**src/rtl/bus_snoop_responder.sv**
```systemverilog
// Snoop responder for a cache bus: snoop phase, optional memory phase,
// one-cycle completion strobe, plus saturating per-op statistics.
module bus_snoop_responder #(
    parameter int ADDR_W    = 32,
    parameter int SNOOP_LAT = 2,
    parameter int MEM_LAT   = 8,
    parameter int CNT_W     = 16
) (
    input  logic              clk,
    input  logic              rstb,
    input  logic              req_valid,
    output logic              req_ready,
    input  logic [2:0]        req_op,
    input  logic [ADDR_W-1:0] req_addr,
    input  logic              clr_cnt,
    output logic              snp_valid,
    output logic [1:0]        snp_result,
    output logic              done_valid,
    output logic [2:0]        done_op,
    output logic [ADDR_W-1:0] done_addr,
    output logic [CNT_W-1:0]  cnt_read,
    output logic [CNT_W-1:0]  cnt_write,
    output logic [CNT_W-1:0]  cnt_inval,
    output logic [CNT_W-1:0]  cnt_rwim,
    output logic [CNT_W-1:0]  cnt_hitm,
    output logic              err_op
);

    typedef enum logic [1:0] {
        IDLE,
        SNOOP,
        MEM,
        DONE
    } state_t;

    localparam int MAX_LAT = (SNOOP_LAT > MEM_LAT) ? SNOOP_LAT : MEM_LAT;
    localparam int PH_W    = (MAX_LAT > 1) ? $clog2(MAX_LAT) : 1;
    localparam logic [CNT_W-1:0] CNT_MAX = '1;
    localparam logic [2:0] OP_READ  = 3'd1;
    localparam logic [2:0] OP_WRITE = 3'd2;
    localparam logic [2:0] OP_INVAL = 3'd3;
    localparam logic [2:0] OP_RWIM  = 3'd4;

    state_t            state, state_nx;
    logic [PH_W-1:0]   ph_cnt, ph_nx;
    logic [2:0]        op_q;
    logic [ADDR_W-1:0] addr_q;
    logic              accept, legal, snp_last, mem_last, is_hitm;

    function automatic logic [CNT_W-1:0] sat_inc(input logic [CNT_W-1:0] v);
        return (v == CNT_MAX) ? v : v + 1'b1;
    endfunction

    always_comb begin
        accept     = req_valid && (state == IDLE);
        legal      = (req_op != 3'd0) && (req_op <= OP_RWIM);
        snp_last   = (state == SNOOP) && (ph_cnt == PH_W'(SNOOP_LAT - 1));
        mem_last   = (state == MEM) && (ph_cnt == PH_W'(MEM_LAT - 1));
        is_hitm    = (addr_q[1:0] == 2'b01);
        state_nx   = state;
        ph_nx      = ph_cnt;
        req_ready  = (state == IDLE);
        snp_valid  = snp_last;
        snp_result = 2'b00;
        done_valid = (state == DONE);
        done_op    = '0;
        done_addr  = '0;
        if (snp_last)
            snp_result = addr_q[1] ? 2'b10 : {1'b0, addr_q[0]};
        unique case (state)
            IDLE: begin
                if (accept && legal) begin
                    state_nx = SNOOP;
                    ph_nx    = '0;
                end
            end
            SNOOP: begin
                if (snp_last) begin
                    ph_nx    = '0;
                    state_nx = (op_q == OP_INVAL) ? DONE : MEM;
                end else begin
                    ph_nx = ph_cnt + 1'b1;
                end
            end
            MEM: begin
                if (mem_last) begin
                    ph_nx    = '0;
                    state_nx = DONE;
                end else begin
                    ph_nx = ph_cnt + 1'b1;
                end
            end
            DONE: begin
                done_op   = op_q;
                done_addr = addr_q;
                state_nx  = IDLE;
            end
            default: state_nx = IDLE;
        endcase
    end

    always_ff @(posedge clk or negedge rstb) begin
        if (!rstb) begin
            state     <= IDLE;
            ph_cnt    <= '0;
            op_q      <= '0;
            addr_q    <= '0;
            cnt_read  <= '0;
            cnt_write <= '0;
            cnt_inval <= '0;
            cnt_rwim  <= '0;
            cnt_hitm  <= '0;
            err_op    <= 1'b0;
        end else begin
            state  <= state_nx;
            ph_cnt <= ph_nx;
            if (accept) begin
                op_q   <= req_op;
                addr_q <= req_addr;
            end
            // Clear beats any same-edge increment or error capture.
            if (clr_cnt) begin
                cnt_read  <= '0;
                cnt_write <= '0;
                cnt_inval <= '0;
                cnt_rwim  <= '0;
                cnt_hitm  <= '0;
                err_op    <= 1'b0;
            end else begin
                if (accept && !legal)
                    err_op <= 1'b1;
                if (state == DONE) begin
                    case (op_q)
                        OP_READ:  cnt_read  <= sat_inc(cnt_read);
                        OP_WRITE: cnt_write <= sat_inc(cnt_write);
                        OP_INVAL: cnt_inval <= sat_inc(cnt_inval);
                        OP_RWIM:  cnt_rwim  <= sat_inc(cnt_rwim);
                        default:  ;
                    endcase
                    if (is_hitm)
                        cnt_hitm <= sat_inc(cnt_hitm);
                end
            end
        end
    end

endmodule

```
**config.mk**
```make
export PLATFORM = sky130hd
export DESIGN_NAME = bus_snoop_responder
export DESIGN_NICKNAME = d
export VERILOG_FILES = /design/src/rtl/bus_snoop_responder.sv
export SDC_FILE = /design/constraint.sdc
export NUM_CORES = 1
export LEC_CHECK = 0
export BUFFER_PORTS_ARGS = -buffer_cell sky130_fd_sc_hd__buf_2
export CORE_MARGIN = 4
export CORE_UTILIZATION = 35
export CTS_CLUSTER_DIAMETER = 100
export CTS_CLUSTER_SIZE = 24
export DETAILED_ROUTE_END_ITERATION = 12
export PLACE_DENSITY = 0.63
export REMOVE_ABC_BUFFERS = 1
export SLEW_MARGIN = 20
export SYNTH_ARGS = -nofsm -noshare
export SYNTH_HDL_FRONTEND = slang
export SYNTH_SLANG_ARGS = --single-unit
```
**constraint.sdc**
```tcl
create_clock -name clk -period 5.9 [get_ports clk]
set_clock_uncertainty 0.2 [all_clocks]
set_input_delay 0 -clock clk [delete_from_list [all_inputs] [get_ports clk]]
set_output_delay 0 -clock clk [all_outputs]
set_load 0.01 [all_outputs]
```
After elaboration in Yosys (flattened, before gate mapping)
Cells that the tools add are included.
{ "word_totals": {"wordCells": 99, "out_inout_bits": 121, "inputBits": 39, "ff_bits": 121} }
{ "op_classes": {"reduce_logical": 24, "mux": 35, "eq_ne": 23, "n_lt_le_gt_ge": 1, "n_addsub": 6} }
{ "ops": {"columns": ["operator", "n"], "rows": [
  ["$mux 16", 20],
  ["$add 16x1->16 const B", 5],
  ["$eq 16x16->1 const B", 5],
  ["$mux 32", 1],
  ["$reduce_and 3->1", 6],
  ["$ne 2x2->1 const B", 7],
  ["$reduce_bool 2->1", 7],
  ["$mux 3", 4],
  ["$mux 2", 5],
  ["$pmux 3 s3", 1],
  ["$pmux 2 s4", 1],
  ["$eq 3x1->1 const B", 2],
  ["$eq 3x2->1 const B", 2],
  ["$eq 3x3->1 const B", 2],
  ["$logic_and 1x1->1", 6],
  ["$reduce_bool 3->1", 2],
  ["$eq 2x1->1 const B", 2],
  ["$eq 2x2->1 const B", 2],
  ["$add 3x1->3 const B", 1],
  ["$le 3x3->1 const B", 1],
  ["$mux 1", 3],
  ["$logic_not 2->1", 1],
  ["$ne 2x1->1 const B", 1],
  ["$reduce_and 2->1", 1],
  ["$logic_not 1->1", 1]
]} }

Longest topological paths before layout
Gate-level depths: netlist of the first run.
{ "logic_depth": {"word_depth": 6, "mapped_depth": 7, "mapped_depth_nobuf": 7} }

Worst setup path after synthesis of the first run
Ideal clock, no wire load.
{ "synth_timing": {"path_type": "flip-flop to flip-flop", "startpoint": "register state[0]", "endpoint": "register cnt_read[9]", "path_stages_with_launch": 8, "required_time_ns": 5.568, "t_arrival_ns": 1.798, "path_slack_ns": 3.770, "path_buffers": 1, "setup_ns": 0.132, "period_less_slack_ns": 2.130, "path_cell_list": "dfrtp_1 ha_1 buf_2 and4bb_2 nand3_2 nor4_1 xnor2_1 nor2_1"} }
{ "synth_between": {"elab_chain_cells": 3} }
{ "synth_lines": {"columns": ["element", "line_no", "source"], "rows": [
  ["from (decl)", "44", "state_t state, state_nx;"],
  ["from (signal assigned)", "115", "state <= state_nx;"],
  ["$eq 2x2->1", null, null],
  ["named net done_valid", "18", "output logic done_valid,"],
  ["$reduce_bool 2->1 (no line)", null, null],
  ["$reduce_and 3->1 (no line)", null, null],
  ["to (signal assigned)", "134", "OP_READ: cnt_read <= sat_inc(cnt_read);"],
  ["to (decl)", "21", "output logic [CNT_W-1:0] cnt_read,"]
]} }
The timed path passes the listed nets, and every way through them passes these cells.
A chain may end at the register's enable or synchronous reset.

Final worst setup path of the first run
{ "layout_timing": {"startpoint": "register state[0]", "endpoint": "register cnt_read[12]"} }
{ "layout_between": {"elab_chain_cells": 3} }
{ "layout_lines": {"columns": ["element", "line_no", "source"], "rows": [
  ["$eq 2x2->1", "132", "if (state == DONE) begin"],
  ["$reduce_bool 2->1 (no line)", null, null],
  ["$reduce_and 3->1 (no line)", null, null]
]} }
Every way passes these cells.

==> results.md, run 1 <==
- The flow ran to the end, but the final reports show violations.
- The checks that failed: hold timing.
- From left edge to right edge, the die measures 141 um.
- The count of cells resized by post-cts repair is 0.
- The area of the die is 0.0199 mm^2.
- The clock insertion delay at the later pin of the skew report is 0.40 ns.
- The share of total power dissipated in combinational logic is 0.232.
- Setup violations remaining at the end of the flow were counted as 0.
- The worst register-to-register path has a setup slack of 3.16 ns.
- The CTS H-tree depth is 4.
- The clock transition at the registers of the reported paths is 0.06 ns.
- The synthesized design contains 121 register bits.
- The capturing element of the worst setup path is cnt_read[12].
- For this configuration, the core starts out at a cell density of 0.357.
- At the pin with the least slew margin, the transition time is 0.933 ns.
- The layout overhead on the synthesized area is 33.0%.
- The share of the synthesized area in the top cell type is 0.488.
- The internal power summed over all cells is 0.00201 W.
- Counting distinct cell types in the post-synthesis netlist gives 56.
- The max-capacitance violation count is 0.
- CTS placed an instance of sky130_fd_sc_hd__clkbuf_16 at the clock tree root.
- The final routed wirelength across all metal layers is 15400 um.
- Once detailed placement completed, the half-perimeter wirelength came to 10500 um.
- The share of the Yosys chip area taken by registers is 0.488.
- The endpoint class of the critical path is a flip-flop.
- The clock passes through at most 2 buffers.
- The cell area after layout is 0.00825 mm^2.
- In this run the cell area measured after placement is 0.00723 mm^2.
- The average instance in the mapped netlist occupies 10.2 um^2.
- The number of buffers created by CTS is 17.
- The max-slew violation total from the final report is 0.
- The overall routing resource usage is 0.159.
- After synthesis, the cell types taking the most area are sky130_fd_sc_hd__dfrtp_1 49%, sky130_fd_sc_hd__mux2_2 6.5%, sky130_fd_sc_hd__nor2_1 4.6%.
- The mapped netlist covers 0.00620 mm^2.
- The classification of the worst setup path is flip-flop to flip-flop.
- During placement, the flow inserted port buffers numbering 159.
- The boundary pin count is 160.
- The completed layout was analyzed and its total power is 0.00278 W.
- The leakage power is 3.89 nW.
- For this run, the leading register cell type out of synthesis is sky130_fd_sc_hd__dfrtp_1.
- The number of antenna violations at the first check in global routing came to 0.
- Entering global routing, the biggest net connects 73 pins.
- The capturing point of the worst reg2reg path is cnt_read[12].
- The average detailed-routed wire length per instance is 14.7 um.
- Among all cell types in the netlist, the one instantiated most often is sky130_fd_sc_hd__dfrtp_1.
- The synthesized instance count is 611.
- The worst hold path belongs to the class input port to asynchronous set/reset pin.
- The sequential share of power is 0.386.
- The biggest area contributor in the post-synthesis netlist is sky130_fd_sc_hd__dfrtp_1.
- Counting instances in the post-synthesis netlist gives the leading cell types as 121 x sky130_fd_sc_hd__dfrtp_1, 76 x sky130_fd_sc_hd__nor2_1, 40 x sky130_fd_sc_hd__and2_1, 36 x sky130_fd_sc_hd__mux2_2.
- The count of unresolved DRC violations after routing is 0.
- The total inserted antenna cells is 0.
- The cell depth of the worst flop-to-flop path is 7.
- The hold buffer count at CTS is 41.
- Data on the critical path is required at its endpoint by 5.97 ns.
- The setup fix buffers added after clock tree synthesis is 0.
- The source of the critical timing path is state[0].
- After the first detailed-routing iteration, the DRC count stood at 191.
- The worst-case vdd ir drop is 0.000242 V.
- The maximum clock rate is 0.365 GHz.
- The number of global-route vias before repair came to 5160.
- Power spread over the standard cell area amounts to 337 mW/mm^2.
- The share of the clock period used by the worst path after layout is 0.464.
- The first global-routing pass estimated 26000 um of wire.
- The largest fanout on the critical path is 40.
- TritonCTS built the clock tree.
- The number of placement rows is 48.
- The startpoint type of the worst setup path is a flip-flop.
- Routability-driven placement finished with a final weighted congestion of 0.801.
- In the routed layout, each cell is associated on average with a via count of 4.96.
- The worst hold slack after final layout is -0.0305 ns.
- The switching power of the nets is 0.000770 W.
- The first TritonRoute pass finished after 4 iterations.
- In the final timing run, aggregate negative setup slack is 0 ns.
- Measured along the y axis, the die boundary spans 141 um.
- The async set-reset flop share out of synthesis is 1.00.
- The remaining global-route overflow is 0.
- The arrival time of data at the critical path endpoint is 2.81 ns.
- The via count is 5207.
- Setup repair after global routing left no endpoint under its margin.
- The final layout contains 864 nets.
- The worst max-slew margin expressed relative to the limit is 0.378.
- The share of total power dissipated in the clock network is 0.382.
- The switching share of power is 0.277.
- The tree built by TritonCTS fans out to 121 sinks.
- In the final layout, the share of cells above drive strength 1 is 0.291.
- The startpoint of the worst register-to-register path is state[0].
- In this run the remaining antenna-violating nets after routing total 0.
- The smallest clock period supported by the final layout is computed as 2.74 ns.
- For this run, the number of Yosys warnings is 0.
- The core region is 0.0174 mm^2.
- Yosys mapped a number of flops with a built-in enable equal to 0.
- The hold violation total from the final report is 31.
cell usage in the layout, fill, tap and decap left out, types with 3 or more instances in the layout:
| master | instances |
|---|---|
| sky130_fd_sc_hd__a211oi_1 | 5 |
| sky130_fd_sc_hd__a21oi_1 | 15 |
| sky130_fd_sc_hd__a31oi_1 | 6 |
| sky130_fd_sc_hd__and2_1 | 40 |
| sky130_fd_sc_hd__and3_1 | 13 |
| sky130_fd_sc_hd__and4_1 | 8 |
| sky130_fd_sc_hd__and4bb_2 | 3 |
| sky130_fd_sc_hd__buf_2 | 158 |
| sky130_fd_sc_hd__buf_4 | 6 |
| sky130_fd_sc_hd__bufinv_16 | 3 |
| sky130_fd_sc_hd__clkbuf_16 | 17 |
| sky130_fd_sc_hd__clkbuf_8 | 4 |
| sky130_fd_sc_hd__clkinv_2 | 4 |
| sky130_fd_sc_hd__dfrtp_1 | 121 |
| sky130_fd_sc_hd__dlygate4sd3_1 | 41 |
| sky130_fd_sc_hd__ha_1 | 12 |
| sky130_fd_sc_hd__inv_1 | 14 |
| sky130_fd_sc_hd__mux2_2 | 36 |
| sky130_fd_sc_hd__mux2i_1 | 6 |
| sky130_fd_sc_hd__nand2_1 | 24 |
| sky130_fd_sc_hd__nand3_1 | 32 |
| sky130_fd_sc_hd__nand4_1 | 16 |
| sky130_fd_sc_hd__nor2_1 | 76 |
| sky130_fd_sc_hd__nor3_1 | 24 |
| sky130_fd_sc_hd__nor3b_1 | 4 |
| sky130_fd_sc_hd__nor4_1 | 13 |
| sky130_fd_sc_hd__o211ai_1 | 3 |
| sky130_fd_sc_hd__o21ai_0 | 7 |
| sky130_fd_sc_hd__o21ai_1 | 11 |
| sky130_fd_sc_hd__or2_2 | 3 |
| sky130_fd_sc_hd__or3_1 | 7 |
| sky130_fd_sc_hd__xnor2_1 | 32 |
| sky130_fd_sc_hd__xor2_1 | 22 |
metal layers:
metal	routed length, um	vias to the layer above	global-route usage
li1	-	2574	-
met1	7060	2498	0.213
met2	7390	119	0.254
met3	793	16	0.0377
met4	205	0	0.0541
met5	0	-	0
stage by stage:
stage           util  instances  hold slack, ns  setup WS [ns]
6_report       0.475       1050         -0.0305           3.16
5_1_grt        0.475       1050          0.0259           2.83
4_1_cts        0.475       1050         0.00529           3.13
3_5_place_dp   0.417        978          -0.123           3.17
3_3_place_gp   0.417        978          -0.123           3.19
2_1_floorplan      -        589          -0.496           3.29
worst min-delay path by stage:
stage / end / slack (ns) / depth (start not counted)
6_report: cnt_hitm[6] / -0.03 / 2
5_1_grt: cnt_hitm[6] / 0.03 / 2
4_1_cts: cnt_hitm[6] / 0.005 / 2
3_5_place_dp: cnt_hitm[6] / -0.12 / 1
3_3_place_gp: cnt_hitm[6] / -0.12 / 1
2_1_floorplan: addr_q[0] / -0.50 / 0
cells by family (layout without fill, tap and decap cells):
family / after synthesis / count (layout) / share of synthesized area
adder cells (fa/ha/maj): 12 / 12 / 0.0242
multiplexers: 42 / 42 / 0.0750
XOR/XNOR: 54 / 54 / 0.0763
buffers and inverters: 36 / 250 / 0.0222
AND/OR/NAND/NOR: 285 / 285 / 0.253
AO/OA/AOI/OAI: 61 / 61 / 0.0609
flip-flops: 121 / 121 / 0.488
cell type report:
class / count / area, um^2
fillers: 1648 / 9110
multi-input cells: 454 / 3040
flip-flops and latches: 121 / 3030
repair buffers: 205 / 1250
clock buffers: 23 / 488
well taps: 225 / 282
clock inverters: 8 / 118
inverters: 14 / 52.6
power by group through the flow:
stage               Sequential [W]  Clock (W)  Combinational [W]
floorplan                  0.00106          0           0.000408
global placement           0.00108          0           0.000614
detailed placement         0.00109          0           0.000617
CTS                        0.00107    0.00109           0.000656
global route               0.00110    0.00113           0.000720
finish                     0.00107    0.00106           0.000645
registers in the layout, summed over array words and instances (netlist names):
| signal | flops |
|---|---|
| addr_q | 32 |
| cnt_hitm | 16 |
| cnt_inval | 16 |
| cnt_read | 16 |
| cnt_rwim | 16 |
| cnt_write | 16 |
| err_op | 1 |
| op_q | 3 |
| ph_cnt | 3 |
| state | 2 |
worst max-delay path: stages (launching register included):
cell and delay (ns):
sky130_fd_sc_hd__dfrtp_1 0.42, sky130_fd_sc_hd__ha_1 0.40, sky130_fd_sc_hd__buf_4 0.39, sky130_fd_sc_hd__nand4bb_1 0.20, sky130_fd_sc_hd__nor4_1 0.59, sky130_fd_sc_hd__nand4_1 0.18, sky130_fd_sc_hd__xor2_1 0.16, sky130_fd_sc_hd__nor2_1 0.06
Power figures use the tool's default switching activity.
==> run 2: changes to the inputs <==
Settings changed: PLACE_DENSITY 0.63 to 0.65.
Clock period 5.9 ns to 2.2 ns, I/O delays scaled along.
==> results.md, run 2 (synthesis results as in run 1) <==
- The run finished with clean final reports.
- The slowest stage cell on the critical path is sky130_fd_sc_hd__or3b_1.
- The first-pass GRT wire length is 26500 um (+1.7%).
- The placed cell area is 0.00741 mm^2 (+2.4%).
- The CTS H-tree depth is 4 (unchanged).
- The power per standard cell area is 875 mW/mm^2 (+160%).
- The final HPWL from detailed placement is 11100 um (+5.2%).
- The vias per cell is 4.95 (-0.21%).
- The arrival time of data at the critical path endpoint came to 2.14 ns (-0.67 ns).
- The number of antenna violations at the first check in global routing is 0 (unchanged).
- The core footprint came to 0.0174 mm^2 (unchanged).
- The largest fanout on the critical path is 8 (-80%).
- The share of cells above drive strength 1 is 0.307 (+0.0156).
- The worst max-slew margin expressed relative to the limit is 0.593 (+0.215).
- The top cell types in the final layout, fill and taps aside, are 158 x sky130_fd_sc_hd__buf_2, 121 x sky130_fd_sc_hd__dfrtp_1, 76 x sky130_fd_sc_hd__nor2_1.
- TritonCTS built the clock tree.
- The root buffer cell is sky130_fd_sc_hd__clkbuf_16.
- The capturing point of the worst reg2reg path is cnt_write[0].
- The startpoint of the worst register-to-register path is cnt_write[1].
- The critical path goes through ha_1 > nand2_1 > or3b_1 > o21ai_4 > buf_4 > xor2_1 > nor2_1.
- The clock sink count came to 121 (unchanged).
- The worst-case vdd ir drop came to 0.000571 V (+140%).
- The share of the clock period used by the worst path after layout is 0.940 (+0.476).
- The number of buffers created by CTS is 17 (unchanged).
- Among cell families on the critical path, the largest total delay comes from simple AND/OR/NAND/NOR gates.
- The worst slack after detailed placement is -0.0123 ns (-3.19 ns).
- The maximum clock rate was 0.484 GHz (+32%).
- The initial standard-cell utilization of the core is 0.357 (unchanged).
- The cell area after layout is 0.00840 mm^2 (+1.8%).
- The final routed wirelength across all metal layers is 16000 um (+3.6%).
- The worst setup path is captured at a flip-flop.
- The setup TNS is 0 ns (unchanged).
- The peak per-stage delay on the critical path came to 0.42 ns (-0.17 ns).
- The pin count of the biggest net entering global routing was 51 (-30%).
- The total inserted antenna cells is 0 (unchanged).
- The switching power of the nets is 0.00210 W (+170%).
- The required time reported for the critical path endpoint is 2.28 ns (-3.69 ns).
- The average detailed-routed wire length per instance came to 15.0 um (+1.7%).
- The post-route antenna net violation count is 0 (unchanged).
- The clock transition at the registers of the reported paths is 0.06 ns (about the same).
- The register with the most flip-flops is addr_q.
- The number of buffers between clock root and the deepest sink was 2 (unchanged).
- The routability congestion estimate from global placement is 0.784 (-2.1%).
- The leakage power was 3.98 nW (+2.2%).
- Setup repair after global routing left no endpoint under its margin.
- The width of the chip is 141 um (unchanged).
- The post-layout minimum cycle time came to 2.07 ns (-0.671 ns).
- The number of optimization iterations in the first detailed-route pass came to 4 (unchanged).
- The area of the die is 0.0199 mm^2 (unchanged).
- The DRC violation total after the first TritonRoute iteration is 198 (+3.7%).
- The internal power summed over all cells is 0.00525 W (+160%).
- The sequential share of power is 0.392 (+0.006).
- From synthesis to final layout, the design area changed by 35.4%.
- The number of buffers and inverters on the critical path was 1 (unchanged).
- The path class of the tightest hold or removal check is input port to flip-flop.
- The hold violation total from the final report is 0 (-100%).
- The total power consumption of the routed design came to 0.00735 W (+160%).
- The overall routing resource usage is 0.164 (+0.00439).
- The register-to-register path setup slack is 0.13 ns (-3.03 ns).
- The logic gate share of total power is 0.248 (+0.016).
- The number of global-route vias before repair is 5292 (+2.6%).
- The switching share of power is 0.285 (+0.00857).
- The boundary pin count came to 160 (unchanged).
- The share of the core filled with cells was 0.484 (+0.00851).
- The worst hold path passes through 3 cells.
- The count of endpoints failing setup in the final report is 0 (unchanged).
- The clock insertion delay at the later pin of the skew report came to 0.41 ns (about the same).
- The startpoint identified for the worst hold timing path is req_addr[24].
- The startpoint type of the worst setup path is a flip-flop.
- The max-capacitance violation count is 0 (unchanged).
- The critical path in this run is classified as flip-flop to flip-flop.
- The cell depth of the worst flop-to-flop path was 7 (unchanged).
- The vertical extent of the die is 141 um (unchanged).
- The remaining global-route overflow is 0 (unchanged).
- The via count came to 5295 (+1.7%).
- The number of placement rows came to 48 (unchanged).
- The max-slew violation total from the final report was 0 (unchanged).
- The final worst-path setup slack is 0.132 ns (-3.03 ns).
- The actual transition at the worst max-transition pin is 0.605 ns (-0.328 ns).
- The number of nets in the final layout is 883 (+2.2%).
- The terminating pin of the worst hold path is addr_q[24].
- The count of unresolved DRC violations after routing came to 0 (unchanged).
- The number of buffers added on ports is 159 (unchanged).
- Leaving out fill and tap cells, the most frequent cell in the layout is sky130_fd_sc_hd__buf_2.
- The flip-flop count of the largest register, all copies and words added came to 32 (unchanged).
- The clock network fraction of design power was 0.361 (-0.021).
run 2: cell types whose count changed in the layout (fill, tap and decap cells not counted):
cell	previous run	this run
sky130_fd_sc_hd__clkbuf_8	4	1
sky130_fd_sc_hd__o21ai_2	1	0
sky130_fd_sc_hd__o21ai_4	0	1
sky130_fd_sc_hd__buf_4	6	24
sky130_fd_sc_hd__clkbuf_1	2	6
sky130_fd_sc_hd__dlygate4sd3_1	41	39
sky130_fd_sc_hd__ha_1	12	11
sky130_fd_sc_hd__bufinv_16	3	2
sky130_fd_sc_hd__ha_4	0	1
sky130_fd_sc_hd__clkinv_4	0	1
sky130_fd_sc_hd__buf_12	0	3
run 2: power by group through the flow:
stage	Combinational, W	Clock [W]	Sequential [W]
global route	0.00203	0.00285	0.00294
finish	0.00182	0.00265	0.00288
floorplan	0.00109	0	0.00283
global placement	0.00175	0	0.00289
detailed placement	0.00177	0	0.00291
CTS	0.00184	0.00272	0.00288
run 2: layer usage:
| layer | GRT usage | share of wire |
|---|---|---|
| met2 | 0.272 | 0.48 |
| met4 | 0.0418 | 0.013 |
| met3 | 0.0434 | 0.057 |
| met1 | 0.212 | 0.45 |
| met5 | 0 | 0 |
run 2: cell type report:
type | count | area, um^2
Sequential cell | 121 | 3030
Tap cell | 225 | 282
Timing Repair Buffer | 224 | 1420
Fill cell | 1654 | 8960
Clock inverter | 8 | 96.3
Multi-Input combinational cell | 454 | 3060
Clock buffer | 24 | 462
Inverter | 14 | 52.6
run 2: repair_timing:
action | in CTS | in global routing
pin swaps | 0 | 1
setup endpoints to repair | 5 | 9
hold endpoints to repair | 189 | 0
hold buffers | 40 | 0
buffers inserted | 0 | 0
gates resized for setup | 1 | 2
run 2: tightest hold or removal path, delay by kind of cell:
family | cells | cell delay, ns
mux | 1 | 0.13
buf+inv | 2 | 0.61
run 2: metrics by stage:
stage	hold WS, ns	cells
after floorplan	-0.496	589
after global placement	-0.200	998
after detailed placement	-0.200	998
after CTS	0.132	1070
after global routing	0.148	1070
final	0.159	1070
run 2: worst max-delay path by stage:
stage / startpoint / end / slack [ns] / depth (start not counted)
6_report: cnt_write[1] / cnt_write[0] / 0.13 / 7
5_1_grt: cnt_write[1] / cnt_write[0] / 0.01 / 7
3_5_place_dp: state[0] / cnt_rwim[5] / -0.01 / 7
2_1_floorplan: state[0] / cnt_inval[12] / -0.41 / 6
3_3_place_gp: state[0] / cnt_rwim[5] / 0.05 / 7
4_1_cts: cnt_write[1] / cnt_write[0] / 0.05 / 7
